### src/rtl/fb_arb_pkg.sv
// rtl/fb_arb_pkg.sv - shared types and default widths for the framebuffer port arbiter
package fb_arb_pkg;

  typedef enum logic [1:0] {
    TAG_NONE = 2'd0,
    TAG_VGA  = 2'd1,
    TAG_HOST = 2'd2
  } req_tag_t;

  localparam int FB_AW = 17;
  localparam int FB_DW = 12;

endpackage

### src/rtl/fb_port_arbiter_if.sv
// rtl/fb_port_arbiter_if.sv - VGA fetch, host command and framebuffer RAM signals of the port arbiter
interface fb_port_arbiter_if
  import fb_arb_pkg::*;
#(
  parameter int AW = FB_AW,
  parameter int DW = FB_DW
);

  logic          vga_req;
  logic [AW-1:0] vga_addr;
  logic          vga_gnt;
  logic [DW-1:0] vga_rdata;
  logic          vga_rvalid;

  logic          host_req;
  logic          host_we;
  logic [AW-1:0] host_addr;
  logic [DW-1:0] host_wdata;
  logic          host_gnt;
  logic [DW-1:0] host_rdata;
  logic          host_rvalid;
  logic          host_starved;

  logic          mem_en;
  logic          mem_we;
  logic [AW-1:0] mem_addr;
  logic [DW-1:0] mem_wdata;
  logic [DW-1:0] mem_rdata;

  modport slave (
    input  vga_req, vga_addr,
    output vga_gnt, vga_rdata, vga_rvalid,
    input  host_req, host_we, host_addr, host_wdata,
    output host_gnt, host_rdata, host_rvalid, host_starved,
    output mem_en, mem_we, mem_addr, mem_wdata,
    input  mem_rdata
  );

  modport master (
    output vga_req, vga_addr,
    input  vga_gnt, vga_rdata, vga_rvalid,
    output host_req, host_we, host_addr, host_wdata,
    input  host_gnt, host_rdata, host_rvalid, host_starved,
    input  mem_en, mem_we, mem_addr, mem_wdata,
    output mem_rdata
  );

endinterface

### src/rtl/fb_arb_tag_pipe.sv
// rtl/fb_arb_tag_pipe.sv - delays the read-owner tag so it lines up with RAM read data
module fb_arb_tag_pipe
  import fb_arb_pkg::*;
#(
  parameter int DEPTH = 1
) (
  input  logic     clk,
  input  logic     rst_n,
  input  req_tag_t tag_in,
  output req_tag_t tag_out
);

  req_tag_t stage [DEPTH];

  always_ff @(posedge clk or negedge rst_n) begin
    if (!rst_n) begin
      for (int i = 0; i < DEPTH; i++) begin
        stage[i] <= TAG_NONE;
      end
    end else begin
      stage[0] <= tag_in;
      for (int i = 1; i < DEPTH; i++) begin
        stage[i] <= stage[i-1];
      end
    end
  end

  assign tag_out = stage[DEPTH-1];

endmodule

### src/rtl/fb_port_arbiter.sv
// rtl/fb_port_arbiter.sv - shares one framebuffer RAM between VGA scan-out and the host port
module fb_port_arbiter
  import fb_arb_pkg::*;
#(
  parameter int AW         = FB_AW,
  parameter int DW         = FB_DW,
  parameter int MEM_LAT    = 1,
  parameter int STARVE_MAX = 4
) (
  input  logic              clk,
  input  logic              rst_n,
  fb_port_arbiter_if.slave  bus
);

  localparam int SW = $clog2(STARVE_MAX + 1);
  localparam logic [SW-1:0] STARVE_LIM = SW'(STARVE_MAX);

  logic [SW-1:0] starve_cnt;
  logic          starve_hit;
  logic          vga_gnt_c;
  logic          host_gnt_c;

  logic          cmd_en;
  logic          cmd_we;
  logic [AW-1:0] cmd_addr;
  logic [DW-1:0] cmd_wdata;
  req_tag_t      cmd_tag;
  req_tag_t      next_tag;
  req_tag_t      ret_tag;

  logic          vga_rvalid_q;
  logic [DW-1:0] vga_rdata_q;
  logic          host_rvalid_q;
  logic [DW-1:0] host_rdata_q;

  // Grants are masked while reset is held so every output reads 0 during reset.
  assign starve_hit = (starve_cnt == STARVE_LIM);
  assign host_gnt_c = rst_n && bus.host_req && (!bus.vga_req || starve_hit);
  assign vga_gnt_c  = rst_n && bus.vga_req && !(bus.host_req && starve_hit);

  always_ff @(posedge clk or negedge rst_n) begin
    if (!rst_n) begin
      starve_cnt <= '0;
    end else if (host_gnt_c || !bus.host_req) begin
      starve_cnt <= '0;
    end else if (!starve_hit) begin
      starve_cnt <= starve_cnt + 1'b1;
    end
  end

  always_comb begin
    next_tag = TAG_NONE;
    if (vga_gnt_c) begin
      next_tag = TAG_VGA;
    end else if (host_gnt_c && !bus.host_we) begin
      next_tag = TAG_HOST;
    end
  end

  always_ff @(posedge clk or negedge rst_n) begin
    if (!rst_n) begin
      cmd_en    <= 1'b0;
      cmd_we    <= 1'b0;
      cmd_addr  <= '0;
      cmd_wdata <= '0;
      cmd_tag   <= TAG_NONE;
    end else begin
      cmd_en    <= vga_gnt_c || host_gnt_c;
      cmd_we    <= host_gnt_c && bus.host_we;
      cmd_addr  <= host_gnt_c ? bus.host_addr : (vga_gnt_c ? bus.vga_addr : '0);
      cmd_wdata <= host_gnt_c ? bus.host_wdata : '0;
      cmd_tag   <= next_tag;
    end
  end

  // The tag enters alongside mem_en and emerges in the cycle mem_rdata is valid.
  fb_arb_tag_pipe #(
    .DEPTH (MEM_LAT)
  ) u_tag_pipe (
    .clk     (clk),
    .rst_n   (rst_n),
    .tag_in  (cmd_tag),
    .tag_out (ret_tag)
  );

  always_ff @(posedge clk or negedge rst_n) begin
    if (!rst_n) begin
      vga_rvalid_q  <= 1'b0;
      vga_rdata_q   <= '0;
      host_rvalid_q <= 1'b0;
      host_rdata_q  <= '0;
    end else begin
      vga_rvalid_q  <= (ret_tag == TAG_VGA);
      host_rvalid_q <= (ret_tag == TAG_HOST);
      if (ret_tag == TAG_VGA) begin
        vga_rdata_q <= bus.mem_rdata;
      end
      if (ret_tag == TAG_HOST) begin
        host_rdata_q <= bus.mem_rdata;
      end
    end
  end

  assign bus.vga_gnt      = vga_gnt_c;
  assign bus.host_gnt     = host_gnt_c;
  assign bus.host_starved = host_gnt_c && bus.vga_req;
  assign bus.mem_en       = cmd_en;
  assign bus.mem_we       = cmd_we;
  assign bus.mem_addr     = cmd_addr;
  assign bus.mem_wdata    = cmd_wdata;
  assign bus.vga_rvalid   = vga_rvalid_q;
  assign bus.vga_rdata    = vga_rdata_q;
  assign bus.host_rvalid  = host_rvalid_q;
  assign bus.host_rdata   = host_rdata_q;

endmodule

### src/flat_wrapper.sv
// flat-port wrapper written by rule: the top's interface ports become plain ports
module fb_port_arbiter_flat import fb_arb_pkg::*;
#(
  parameter int AW         = FB_AW,
  parameter int DW         = FB_DW,
  parameter int MEM_LAT    = 1,
  parameter int STARVE_MAX = 4
)
  (clk, rst_n, bus_vga_req, bus_vga_addr, bus_vga_gnt, bus_vga_rdata, bus_vga_rvalid, bus_host_req, bus_host_we, bus_host_addr, bus_host_wdata, bus_host_gnt, bus_host_rdata, bus_host_rvalid, bus_host_starved, bus_mem_en, bus_mem_we, bus_mem_addr, bus_mem_wdata, bus_mem_rdata);
  fb_port_arbiter_if #(.AW(AW), .DW(DW)) bus_i ();
  input  logic clk;
  input  logic rst_n;
  input wire logic [$bits(bus_i.vga_req)-1:0] bus_vga_req;
  input wire logic [$bits(bus_i.vga_addr)-1:0] bus_vga_addr;
  output wire logic [$bits(bus_i.vga_gnt)-1:0] bus_vga_gnt;
  output wire logic [$bits(bus_i.vga_rdata)-1:0] bus_vga_rdata;
  output wire logic [$bits(bus_i.vga_rvalid)-1:0] bus_vga_rvalid;
  input wire logic [$bits(bus_i.host_req)-1:0] bus_host_req;
  input wire logic [$bits(bus_i.host_we)-1:0] bus_host_we;
  input wire logic [$bits(bus_i.host_addr)-1:0] bus_host_addr;
  input wire logic [$bits(bus_i.host_wdata)-1:0] bus_host_wdata;
  output wire logic [$bits(bus_i.host_gnt)-1:0] bus_host_gnt;
  output wire logic [$bits(bus_i.host_rdata)-1:0] bus_host_rdata;
  output wire logic [$bits(bus_i.host_rvalid)-1:0] bus_host_rvalid;
  output wire logic [$bits(bus_i.host_starved)-1:0] bus_host_starved;
  output wire logic [$bits(bus_i.mem_en)-1:0] bus_mem_en;
  output wire logic [$bits(bus_i.mem_we)-1:0] bus_mem_we;
  output wire logic [$bits(bus_i.mem_addr)-1:0] bus_mem_addr;
  output wire logic [$bits(bus_i.mem_wdata)-1:0] bus_mem_wdata;
  input wire logic [$bits(bus_i.mem_rdata)-1:0] bus_mem_rdata;
  assign bus_i.vga_req = bus_vga_req;
  assign bus_i.vga_addr = bus_vga_addr;
  assign bus_vga_gnt = bus_i.vga_gnt;
  assign bus_vga_rdata = bus_i.vga_rdata;
  assign bus_vga_rvalid = bus_i.vga_rvalid;
  assign bus_i.host_req = bus_host_req;
  assign bus_i.host_we = bus_host_we;
  assign bus_i.host_addr = bus_host_addr;
  assign bus_i.host_wdata = bus_host_wdata;
  assign bus_host_gnt = bus_i.host_gnt;
  assign bus_host_rdata = bus_i.host_rdata;
  assign bus_host_rvalid = bus_i.host_rvalid;
  assign bus_host_starved = bus_i.host_starved;
  assign bus_mem_en = bus_i.mem_en;
  assign bus_mem_we = bus_i.mem_we;
  assign bus_mem_addr = bus_i.mem_addr;
  assign bus_mem_wdata = bus_i.mem_wdata;
  assign bus_i.mem_rdata = bus_mem_rdata;
  fb_port_arbiter #(.AW(AW), .DW(DW), .MEM_LAT(MEM_LAT), .STARVE_MAX(STARVE_MAX)) u_core (.clk(clk), .rst_n(rst_n), .bus(bus_i));
endmodule
### config.mk
export PLATFORM = sky130hd
export DESIGN_NAME = fb_port_arbiter_flat
export DESIGN_NICKNAME = d
export VERILOG_FILES = /design/src/rtl/fb_arb_pkg.sv /design/src/rtl/fb_port_arbiter_if.sv /design/src/rtl/fb_arb_tag_pipe.sv /design/src/rtl/fb_port_arbiter.sv /design/src/flat_wrapper.sv
export SDC_FILE = /design/constraint.sdc
export NUM_CORES = 1
export LEC_CHECK = 0
export BUFFER_PORTS_ARGS = -buffer_cell sky130_fd_sc_hd__buf_2
export CORE_UTILIZATION = 48
export DETAILED_ROUTE_END_ITERATION = 6
export PLACE_DENSITY = 0.9
export SYNTH_ARGS = -nofsm -noshare
export SYNTH_HDL_FRONTEND = slang
export SYNTH_HIERARCHICAL = 1
export SYNTH_SLANG_ARGS = --single-unit
export TNS_END_PERCENT = 1
### constraint.sdc
create_clock -name clk -period 3.2 [get_ports clk]
set_input_delay 0.32 -clock clk [delete_from_list [all_inputs] [get_ports clk]]
set_output_delay 0.32 -clock clk [all_outputs]
set_load 0.1 [all_outputs]
==> summary.txt <==
GRT
  – Initial antenna violation count: 0
  – Global-route wire length before repair: 7210 um
  – GRT overflow: 0
  – Largest net degree at the start of global routing: 47
  – Total track usage: 0.189
  – Vias in the first global route: 1,671

Timing
  – Post-layout min period: 2750 ps
  – Worst clock skew: 6.92 ps
  – Setup Total Neg Slack: 0 ps
  – Fmax: 364 MHz
  – Worst slew pin tran: 663 ps
  – Final Hold Vio Count: 0
  – Final setup fails: 0
  – RSZ-0062 raised after global routing: false
  – Final period util: 0.858
  – Fin Hold WS: 197 ps
  – Slew margin rel.: 0.558
  – Pins over their slew limit: 0
  – Final WS setup: 453 ps

Synth
  – Synth Register Bits: 64
  – Area contributors post-synth: dfrtp_1 (67%), mux2_2 (11%), a22o_2 (4.6%)
  – Post-synthesis sequential area ratio: 0.673
  – Cell taking the most area after synthesis: dfrtp_1
  – Top-area cell type share of the netlist area: 0.673
  – Cell Area, Synth: 2380 sq um
  – Post-synth EDFFs: 0
  – Post-synth net total: 216
  – Commonest cells in the netlist: dfrtp_1 (64), mux2_2 (24), and2_1 (13)
  – Async S/R FF share, synth: 1.00
  – Yosys warns: 6
  – Synth Flop Type: dfrtp_1
  – Cell with the most instances after synthesis: dfrtp_1
  – Syn Area/Cell: 15.8 sq um
  – Synth Instances: 151
  – Yosys cell types: 27

Route
  – Final WL: 4580 um
  – Post-route DRC: 0
  – WL/cell: 12.9 um
  – DR pass1 iterations: 2
  – Via/cell ratio: 4.76
  – Post-route ant nets: 0
  – Drt initial violations: 27
  – Vias: 1,686

Clock network
  – Root Driver: clkbuf_8
  – Num Clock Sinks: 64
  – Clk Latency, worst-skew pair: 330 ps
  – CTS Buf Count: 9
  – Worst-path clk slew: 60 ps
  – H-tree levels: 3
  – Post-CTS resize count: 0
  – Post-CTS Setup Bufs: 0
  – CTS tree: done
  – Clk buf depth: 2

Floorplan
  – Die H: 72.4 um
  – Die Wd: 72.4 um
  – Rows: 25
  – Core Box Area: 4750 sq um
  – Die Footprint: 5240 sq um
  – Initial core utilization: 0.501
  – I/O pins: 123

Placement
  – Inst Count DP: 337
  – Pre-CTS setup slack: 823 ps
  – I/O Buffers: 122
  – RD Place Congestion: 0.679
  – Post-DP HPWL: 3460 um

Setup path
  – Worst R2R End: u_core/bus.mem_addr[12]
  – Crit path max fanout: 46
  – CP startpoint kind: input port
  – Worst reg-to-reg path cell count: 6
  – Kind of critical path: input port to primary output
  – Worst endpoint data arrival time: 2430 ps
  – Critical path required time: 2880 ps
  – RR Startpoint: u_core/starve_cnt[0]
  – Internal reg-to-reg setup slack: 1560 ps
  – Worst Setup End Kind: primary output

Power
  – Clk pwr share: 0.284
  – Seq pwr share: 0.368
  – Total power: 0.00253 W
  – Maximum VDD drop: 380 uV
  – Pwr per Cell Area: 769 nW/um^2
  – P_sw: 0.00103 W
  – Combinational power share: 0.348
  – Switching share of total power: 0.409
  – Cell internal pwr: 0.00149 W
  – P_leak: 1.77 nW

Finish
  – Fraction of layout cells with a size suffix above 1: 0.627
  – NumNets Final: 347
  – ANT cells: 0
  – Post-Layout Cell Count: 354
  – Synth-to-Final Area Change: 37.9%
  – Multi-input logic area: 706 sq um
  – Register area: 1600 sq um
  – Filler instances: 340

Worst hold path
  – Worst Hold Class: input port to flop
  – Hold Path Sink: u_core/bus.mem_wdata[1]
  – Hold path startpoint: bus_host_wdata[1]
  – Hold depth: 2

Run status
  – Status: complete, no violations

Flow run
  – Max cap viols: 0
[registers in the layout, indices dropped and copies added, names as in the netlist, 2 cells and up]
register                   cells
u_core/cmd_tag                 2
u_core/u_tag_pipe/tag_out      2
u_core/bus.host_rdata         12
u_core/bus.mem_addr           17
u_core/bus.mem_wdata          12
u_core/starve_cnt              3
u_core/bus.vga_rdata          12
[cells by family after synthesis]
| family | synth area share |
|---|---|
| flip-flops | 0.673 |
| buffers and inverters | 0.0305 |
| AND/OR/NAND/NOR | 0.0710 |
| multiplexers | 0.114 |
| adder cells (fa/ha/maj) | 0.0105 |
| AO/OA/AOI/OAI | 0.101 |
[repair_timing]
| item | CTS | global route |
|---|---|---|
| hold buffers | 1 | 0 |
| hold endpoints to repair | 23 | 0 |
| endpoints found under the setup margin | 0 | 0 |
[power by group through the flow]
stage	Clock, W	Combinational (W)	Sequential, W
finish	0.000716	0.000880	0.000929
floorplan	0	0.000114	0.00154
global placement	0	0.000875	0.000940
detailed placement	0	0.000885	0.000945
global route	0.000777	0.000909	0.000939
CTS	0.000739	0.000886	0.000930
[per-stage QoR]
step	cell area [sq um]	util
floorplan	2380	-
global placement	3050	0.642
detailed placement	3050	0.642
CTS	3280	0.690
global route	3280	0.690
finish	3280	0.690
[final cells by class]
cell class                      instances  area share
Multi-Input combinational cell         77       0.215
Inverter                                4     0.00457
Sequential cell                        64       0.488
Clock inverter                          2      0.0107
Clock buffer                           14      0.0557
Timing Repair Buffer                  126       0.201
Tap cell                               67      0.0255
[metal layers]
layer  up-vias  share of wire  global-route usage
met4         0          0.023               0.105
met1       804           0.36               0.184
met5         -              0                   0
met2        82           0.54               0.344
li1        791              -                   -
met3         9          0.079              0.0708
[placed cells by master, fill, tap and decap left out, drive strengths merged]
cell	instances
ha	2
mux2	24
clkinv	1
nor2	1
and2b	1
bufinv	1
nand3	2
a21boi	2
nand3b	1
nand2b	2
a21oi	1
and2	13
nand2	3
a22o	17
o2111a	1
o21a	1
or3	2
dlygate4sd3	1
o211ai	1
dfrtp	64
inv	4
or2	1
nor2b	1
a31oi	1
clkbuf	14
buf	125
[worst max-delay path, stage by stage]
cell and delay [ps]:
dlygate4sd3_1 520, buf_2 450, buf_4 560, nand2_1 170
a21oi_4 190, buf_12 190
[how the worst max path moves through the flow]
stage                               from                 endpoint
floorplan           u_core/starve_cnt[0]         bus_host_starved
global placement                   rst_n   u_core/bus.mem_addr[7]
detailed placement                 rst_n  u_core/bus.mem_addr[12]
CTS                                rst_n             bus_host_gnt
global route                       rst_n             bus_host_gnt
finish                             rst_n             bus_host_gnt
Note: power is estimated with default switching activity, not from simulation.
